$ cat src/rtl/core_seq_pkg.sv
`default_nettype none
// ============================================================================
//  Module      : core_seq_pkg
//  Description : Shared types and constants for the core_seq sequencer.
//                Provides the FSM state encoding and the default reset PC.
//  Revision    : 1.0 - initial release
// ============================================================================
package core_seq_pkg;

    // Default program counter after reset.
    localparam logic [31:0] c_reset_pc_default = 32'h8000_0000;

    // Sequencer states, explicitly encoded in 3 bits.
    typedef enum logic [2:0] {
        S_FETCH    = 3'd0,
        S_WAIT_I   = 3'd1,
        S_EXEC     = 3'd2,
        S_MEM      = 3'd3,
        S_MEM_WAIT = 3'd4,
        S_HALT     = 3'd5,
        S_FAULT    = 3'd6
    } core_seq_state_t;

endpackage
`default_nettype wire

$ cat src/rtl/core_seq_timer.sv
`default_nettype none
// ============================================================================
//  Module      : seq_timer
//  Description : Per-phase bus wait timer. Cleared when the sequencer enters
//                a wait phase, counts each cycle spent waiting, and flags the
//                TIMEOUT-th wait cycle so the FSM can fault if no handshake
//                arrives in that same cycle.
//  Ports       : clk, rst      - clock, synchronous active-high reset
//                clear         - restart the count at zero
//                enable        - count this cycle (sequencer is waiting)
//                expired       - current cycle is the last allowed wait cycle
//  Revision    : 1.0 - initial release
// ============================================================================
module seq_timer #(
    parameter int TIMEOUT = 255
) (
    input  logic clk,
    input  logic rst,
    input  logic clear,
    input  logic enable,
    output logic expired
);

    localparam int TW = $clog2(TIMEOUT + 1);
    // The count is zero in the first wait cycle, so the TIMEOUT-th wait cycle
    // is the one where the count equals TIMEOUT-1.
    localparam logic [TW-1:0] c_last = TW'(TIMEOUT - 1);

    logic [TW-1:0] r_count;

    assign expired = (r_count == c_last);

    always_ff @(posedge clk) begin
        if (rst || clear) begin
            r_count <= '0;
        end else if (enable && !expired) begin
            r_count <= r_count + TW'(1);
        end
    end

endmodule
`default_nettype wire

$ cat src/rtl/core_seq.sv
`default_nettype none
// ============================================================================
//  Module      : core_seq
//  Description : Multi-cycle instruction sequencer. Fetches an instruction
//                over a valid/ready bus, lets decode/execute evaluate while
//                it is held, performs an optional data access, then commits
//                (rf_wen pulse, PC update, instret increment).
//  Ports       : clk, rst                         - clock, sync reset
//                imem_valid/ready/rvalid, ir_en   - instruction bus
//                dec_*                            - decoder flags
//                pc_branch, target_pc             - execution unit redirect
//                dmem_valid/we/ready/rvalid       - data bus
//                pc, rf_wen, instret              - architectural outputs
//                halt, fault                      - terminal status
//  Revision    : 1.0 - initial release
// ============================================================================
module core_seq
    import core_seq_pkg::*;
#(
    parameter int              XLEN     = 32,
    parameter logic [XLEN-1:0] RESET_PC = XLEN'(c_reset_pc_default),
    parameter int              TIMEOUT  = 255
) (
    input  logic            clk,
    input  logic            rst,
    output logic            imem_valid,
    input  logic            imem_ready,
    input  logic            imem_rvalid,
    output logic            ir_en,
    input  logic            dec_mem_read,
    input  logic            dec_mem_write,
    input  logic            dec_rd_write,
    input  logic            dec_illegal,
    input  logic            dec_ebreak,
    input  logic            pc_branch,
    input  logic [XLEN-1:0] target_pc,
    output logic            dmem_valid,
    output logic            dmem_we,
    input  logic            dmem_ready,
    input  logic            dmem_rvalid,
    output logic [XLEN-1:0] pc,
    output logic            rf_wen,
    output logic [63:0]     instret,
    output logic            halt,
    output logic            fault
);

    core_seq_state_t r_state;
    core_seq_state_t w_state_next;

    logic [XLEN-1:0] r_pc;
    logic [63:0]     r_instret;

    logic w_commit_req;   // instruction reached a commit point this cycle
    logic w_commit;       // commit point and target is aligned
    logic w_misaligned;
    logic w_waiting;      // sitting in a bus wait phase
    logic w_tmr_clear;
    logic w_tmr_expired;

    seq_timer #(
        .TIMEOUT (TIMEOUT)
    ) u_timer (
        .clk     (clk),
        .rst     (rst),
        .clear   (w_tmr_clear),
        .enable  (w_waiting),
        .expired (w_tmr_expired)
    );

    assign w_misaligned = pc_branch && (target_pc[1:0] != 2'b00);

    // ------------------------------------------------------------------
    // State register
    // ------------------------------------------------------------------
    always_ff @(posedge clk) begin
        if (rst) begin
            r_state <= S_FETCH;
        end else begin
            r_state <= w_state_next;
        end
    end

    // ------------------------------------------------------------------
    // Next-state logic
    // ------------------------------------------------------------------
    always_comb begin
        w_state_next = r_state;
        w_commit_req = 1'b0;
        w_commit     = 1'b0;
        w_waiting    = 1'b0;

        case (r_state)
            S_FETCH: begin
                // Late responses from an aborted instruction may still show
                // up here; only the address handshake matters.
                if (imem_ready) begin
                    w_state_next = S_WAIT_I;
                end
            end
            S_WAIT_I: begin
                w_waiting = 1'b1;
                if (imem_rvalid) begin
                    w_state_next = S_EXEC;
                end else if (w_tmr_expired) begin
                    w_state_next = S_FAULT;
                end
            end
            S_EXEC: begin
                if (dec_illegal) begin
                    w_state_next = S_FAULT;
                end else if (dec_ebreak) begin
                    w_state_next = S_HALT;
                end else if (dec_mem_read || dec_mem_write) begin
                    w_state_next = S_MEM;
                end else begin
                    w_commit_req = 1'b1;
                end
            end
            S_MEM: begin
                w_waiting = 1'b1;
                if (dmem_ready) begin
                    if (dec_mem_write) begin
                        w_commit_req = 1'b1;
                    end else begin
                        w_state_next = S_MEM_WAIT;
                    end
                end else if (w_tmr_expired) begin
                    w_state_next = S_FAULT;
                end
            end
            S_MEM_WAIT: begin
                w_waiting = 1'b1;
                if (dmem_rvalid) begin
                    w_commit_req = 1'b1;
                end else if (w_tmr_expired) begin
                    w_state_next = S_FAULT;
                end
            end
            S_HALT: begin
                w_state_next = S_HALT;
            end
            S_FAULT: begin
                w_state_next = S_FAULT;
            end
            default: begin
                w_state_next = S_FAULT;
            end
        endcase

        // A misaligned redirect turns the commit into a fault with no
        // architectural side effects.
        if (w_commit_req) begin
            if (w_misaligned) begin
                w_state_next = S_FAULT;
            end else begin
                w_commit     = 1'b1;
                w_state_next = S_FETCH;
            end
        end
    end

    // Every state change restarts the timer, so each wait phase starts at 0.
    assign w_tmr_clear = (w_state_next != r_state);

    // ------------------------------------------------------------------
    // PC and retired-instruction counter
    // ------------------------------------------------------------------
    always_ff @(posedge clk) begin
        if (rst) begin
            r_pc      <= RESET_PC;
            r_instret <= 64'd0;
        end else if (w_commit) begin
            r_pc      <= pc_branch ? target_pc : (r_pc + XLEN'(4));
            r_instret <= r_instret + 64'd1;
        end
    end

    // ------------------------------------------------------------------
    // Output decode; everything except pc is forced low during reset.
    // ------------------------------------------------------------------
    assign pc         = r_pc;
    assign instret    = r_instret;
    assign imem_valid = !rst && (r_state == S_FETCH);
    assign ir_en      = !rst && (r_state == S_WAIT_I) && imem_rvalid;
    assign dmem_valid = !rst && (r_state == S_MEM);
    assign dmem_we    = dmem_valid && dec_mem_write;
    assign rf_wen     = !rst && w_commit && dec_rd_write;
    assign halt       = !rst && (r_state == S_HALT);
    assign fault      = !rst && (r_state == S_FAULT);

endmodule
`default_nettype wire

$ cat config.mk
export PLATFORM = sky130hd
export DESIGN_NAME = core_seq
export DESIGN_NICKNAME = d
export VERILOG_FILES = /design/src/rtl/core_seq_pkg.sv /design/src/rtl/core_seq_timer.sv /design/src/rtl/core_seq.sv
export SDC_FILE = /design/constraint.sdc
export NUM_CORES = 1
export LEC_CHECK = 0
export ABC_AREA = 1
export ABC_CLOCK_PERIOD_IN_PS = 2300
export CAP_MARGIN = 30
export CORE_MARGIN = 5
export CORE_UTILIZATION = 54
export CTS_BUF_LIST = sky130_fd_sc_hd__clkbuf_4
export DETAILED_ROUTE_END_ITERATION = 7
export PLACE_DENSITY = 0.94
export SYNTH_ARGS = -nofsm -noshare
export SYNTH_HDL_FRONTEND = slang
export SYNTH_SLANG_ARGS = --single-unit
$ cat constraint.sdc
create_clock -name clk -period 2.3 [get_ports clk]
set_input_delay 0.23 -clock clk [delete_from_list [all_inputs] [get_ports clk]]
set_output_delay 0.23 -clock clk [all_outputs]
set_load 0.05 [all_outputs]
==> metrics <==
vias=between 8,000 and 9,000; placed instance area=just under 9000 um^2; n_diodes=0; vias in the first global route=~7,600; Synth Warn #=0; Static Leak=3.14 nW; Setup TNS=0 ns; Pre-Repair DR Iteration Count=5; initial core utilization=between 50% and 60%; PnR worst setup slack=between 0.1 and 0.15 ns; max_slew headroom=approximately 55%; Nets=1,337; FILL cells=1,088; CTS Buf Count=9; Sw Pwr=1.80 mW; PwrDens=between 500 and 600 nW/um^2; HP Class=primary input to flop; initial antenna violation count=0; WHS Endpoint=pc[16]$_SDFFE_PP0P_; number of synthesized flops with an enable pin=0; Seq/Total Area, Yosys=a little under a third; P&R area growth vs syn=26.1%; Ports=around 150; vias per cell=around 5.5; Worst Setup Start Kind=flop; ys flop type=dfxtp_1; H-tree Lvls=3; clk slew on worst S/H paths=~0.17 ns; clock sink count=around 110; Hold-fix buffers, CTS=0; Die ar.=roughly 15,000 um^2; largest net degree at the start of global routing=between 50 and 60; Die Wd=124 um; Synth Net Count=around 1,200; Fmax achieved=between 400 and 500 MHz; Worst-Skew Late Latency=between 0.5 and 0.6 ns; critical path arrival=between 1.5 and 2 ns; worst slew pin tran=0.674 ns; Root Driver=clkbuf_4; routability congestion estimate from global placement=1.01; worst hold start=target_pc[16]; R2R Path Start=instret[1]$_SDFFE_PP0P_; I/O Buffers=approximately 150; share of layout cells above drive strength 1=between 7 and 8%; Core Area=about 13,000 um^2; Remaining DRCs=0; Setup Viol. Count Final=0; commonest non-fill, non-tap cell in the layout=nand2_1; Hold Path Stages=3; distinct cell type count after synthesis=41; Tmin final=2.17 ns; Pint=between 2 and 3 mW; Seq pwr share=a little under half; fraction of registers with async set/reset=0%; DR WL/cell=approximately 16 um; die height=124 um; CTS tree=done; GRT overflow=0; Slew Limit Fails=0; mapped cell area=around 7000 um^2; post-synth top area cell=dfxtp_1; maximum vdd drop=approximately 260 uV; total routed wirelength=roughly 23 mm; Reg2Reg Setup Slack=around 0.24 ns; Final period util=a little over nine tenths; Clock Skew=0.0202 ns; Crit Path Max Fanout=11; crit end category=primary output; Synth Register Bits=approximately 110; top-area cell type share of the netlist area=just over 30%; RSZ-0062 raised after global routing=yes; ranking of synthesized cells by area=dfxtp_1 (31%), nand2_1 (17%), nor2_1 (10%); critical path class=flop to primary output; Synth Area per Inst=between 6 and 7 um^2; num rows=41; Clock power frac=22.1%; synthesized instance count=around 1,100; Iter 0 DRT Violations=954; first-pass GRT wire length=36.0 mm; CP Data Required Time=between 2 and 2.5 ns; post-route ant nets=0; most frequent cells in the layout=nand2_1 (322), nor2_1 (192), clkdlybuf4s50_1 (138); Total Routing Usage GR=a little under 30%; Hold Vio Cnt, Final=0; DP Wirelength=between 15 and 20 mm; Place WS=roughly 0.065 ns; Sw Ratio=39.2%; Min Hold Slack=a little under 0.3 ns; reg2reg path depth=12; combinational share of power=around a third; outcome=complete, no violations; maximum clock insertion buffer count=2; Finished Cell Area=a little under 9000 um^2; Max Cap Viol=0; reg-to-reg endpoint=instret[56]$_SDFFE_PP0P_
==> layout make-up <==
class	instances	area, um^2	area share, %
flip-flops and latches	107	2150	24.3
inverters	119	447	5.04
clock inverters	7	78.8	0.890
multi-input cells	885	4270	48.2
clock buffers	9	67.6	0.763
repair buffers	167	1630	18.4
well taps	172	215	2.43
==> how the worst max path moves through the flow <==
stage / from / end / slack, ns
after floorplan: rst / imem_valid / 0.01
after global placement: dec_mem_write / pc[24]$_SDFFE_PP0P_ / 0.1
after detailed placement: dec_mem_write / pc[24]$_SDFFE_PP0P_ / 0.07
after CTS: r_state[1]$_SDFF_PP0_ / rf_wen / 0.04
after global routing: r_state[0]$_SDFF_PP0_ / rf_wen / -0.02
final: r_state[0]$_SDFF_PP0_ / rf_wen / 0.13
==> synth_stat cells, types with 2 or more instances <==
| master | count |
|---|---|
| o21ai_0 | 28 |
| nand3_1 | 78 |
| a21oi_1 | 65 |
| buf_4 | 6 |
| o211ai_1 | 6 |
| nor2_1 | 193 |
| nand2_2 | 14 |
| inv_1 | 112 |
| o31ai_1 | 2 |
| buf_2 | 7 |
| nor2_2 | 8 |
| nand3b_1 | 7 |
| nor3_1 | 42 |
| ha_1 | 4 |
| o21ai_1 | 11 |
| and3_1 | 3 |
| nand2_1 | 322 |
| clkbuf_1 | 14 |
| buf_6 | 5 |
| inv_2 | 6 |
| or2_2 | 3 |
| nor2_4 | 11 |
| xnor2_1 | 18 |
| dfxtp_1 | 107 |
| nand4_1 | 25 |
| nor2_8 | 2 |
| nor3_2 | 4 |
| a31oi_1 | 2 |
| a211oi_1 | 5 |
| o21bai_1 | 3 |
| xor2_1 | 18 |
| o21a_1 | 3 |
==> power groups by stage <==
stage                     clock network (mW)  logic, mW  registers (mW)
final                                   1.01       1.46            2.12
after global routing                    1.09       1.58            2.13
after CTS                               1.03       1.45            2.10
after detailed placement                   0       1.45            2.14
after global placement                     0       1.43            2.14
after floorplan                            0      0.853            2.30
==> sequential cells by signal (all words and copies together) (netlist names) <==
register         count
pc                  32
u_timer.r_count      8
r_state              3
instret             64
==> worst max-delay path: stages (launching register included) <==
cell and delay (ns):
dfxtp_4 0.41, nor2_1 0.21, nand3_1 0.13, nand2_2 0.13, inv_2 0.04, nand2_2 0.11
nand2_8 0.12, nor2_2 0.12, buf_6 0.17
==> what timing repair did <==
item | in CTS | in global routing
pin swaps | 0 | 0
gates resized for setup | 5 | 11
setup buffers | 0 | 0
setup endpoints to repair | 5 | 10
==> cells by family (layout without fill, tap and decap cells) <==
kind of cell	after synthesis	in the layout	share of synthesized area (%)
AND/OR/NAND/NOR	718	718	45.3
buffers and inverters	151	302	9.05
AO/OA/AOI/OAI	127	127	9.92
flip-flops	107	107	30.5
XOR/XNOR	36	36	4.49
adder cells (fa/ha/maj)	4	4	0.713
==> metal layers <==
metal / wire, um / share of wire (%) / global-route usage (%) / up-vias
li1: - / - / - / 3960
met5: 0 / 0 / 0 / -
met4: 877 / 3.8 / 12.5 / 0
met3: 2040 / 8.9 / 7.22 / 81
met1: 9050 / 40 / 35.0 / 3617
met2: 10900 / 48 / 50.7 / 416
==> stage by stage <==
step	power (mW)	util, %	instances
detailed placement	3.59	68.5	1450
global route	4.80	69.9	1466
global placement	3.57	68.5	1450
CTS	4.58	69.6	1466
finish	4.59	69.9	1466
floorplan	3.15	-	1143
Note: power is estimated with default switching activity, not from simulation.
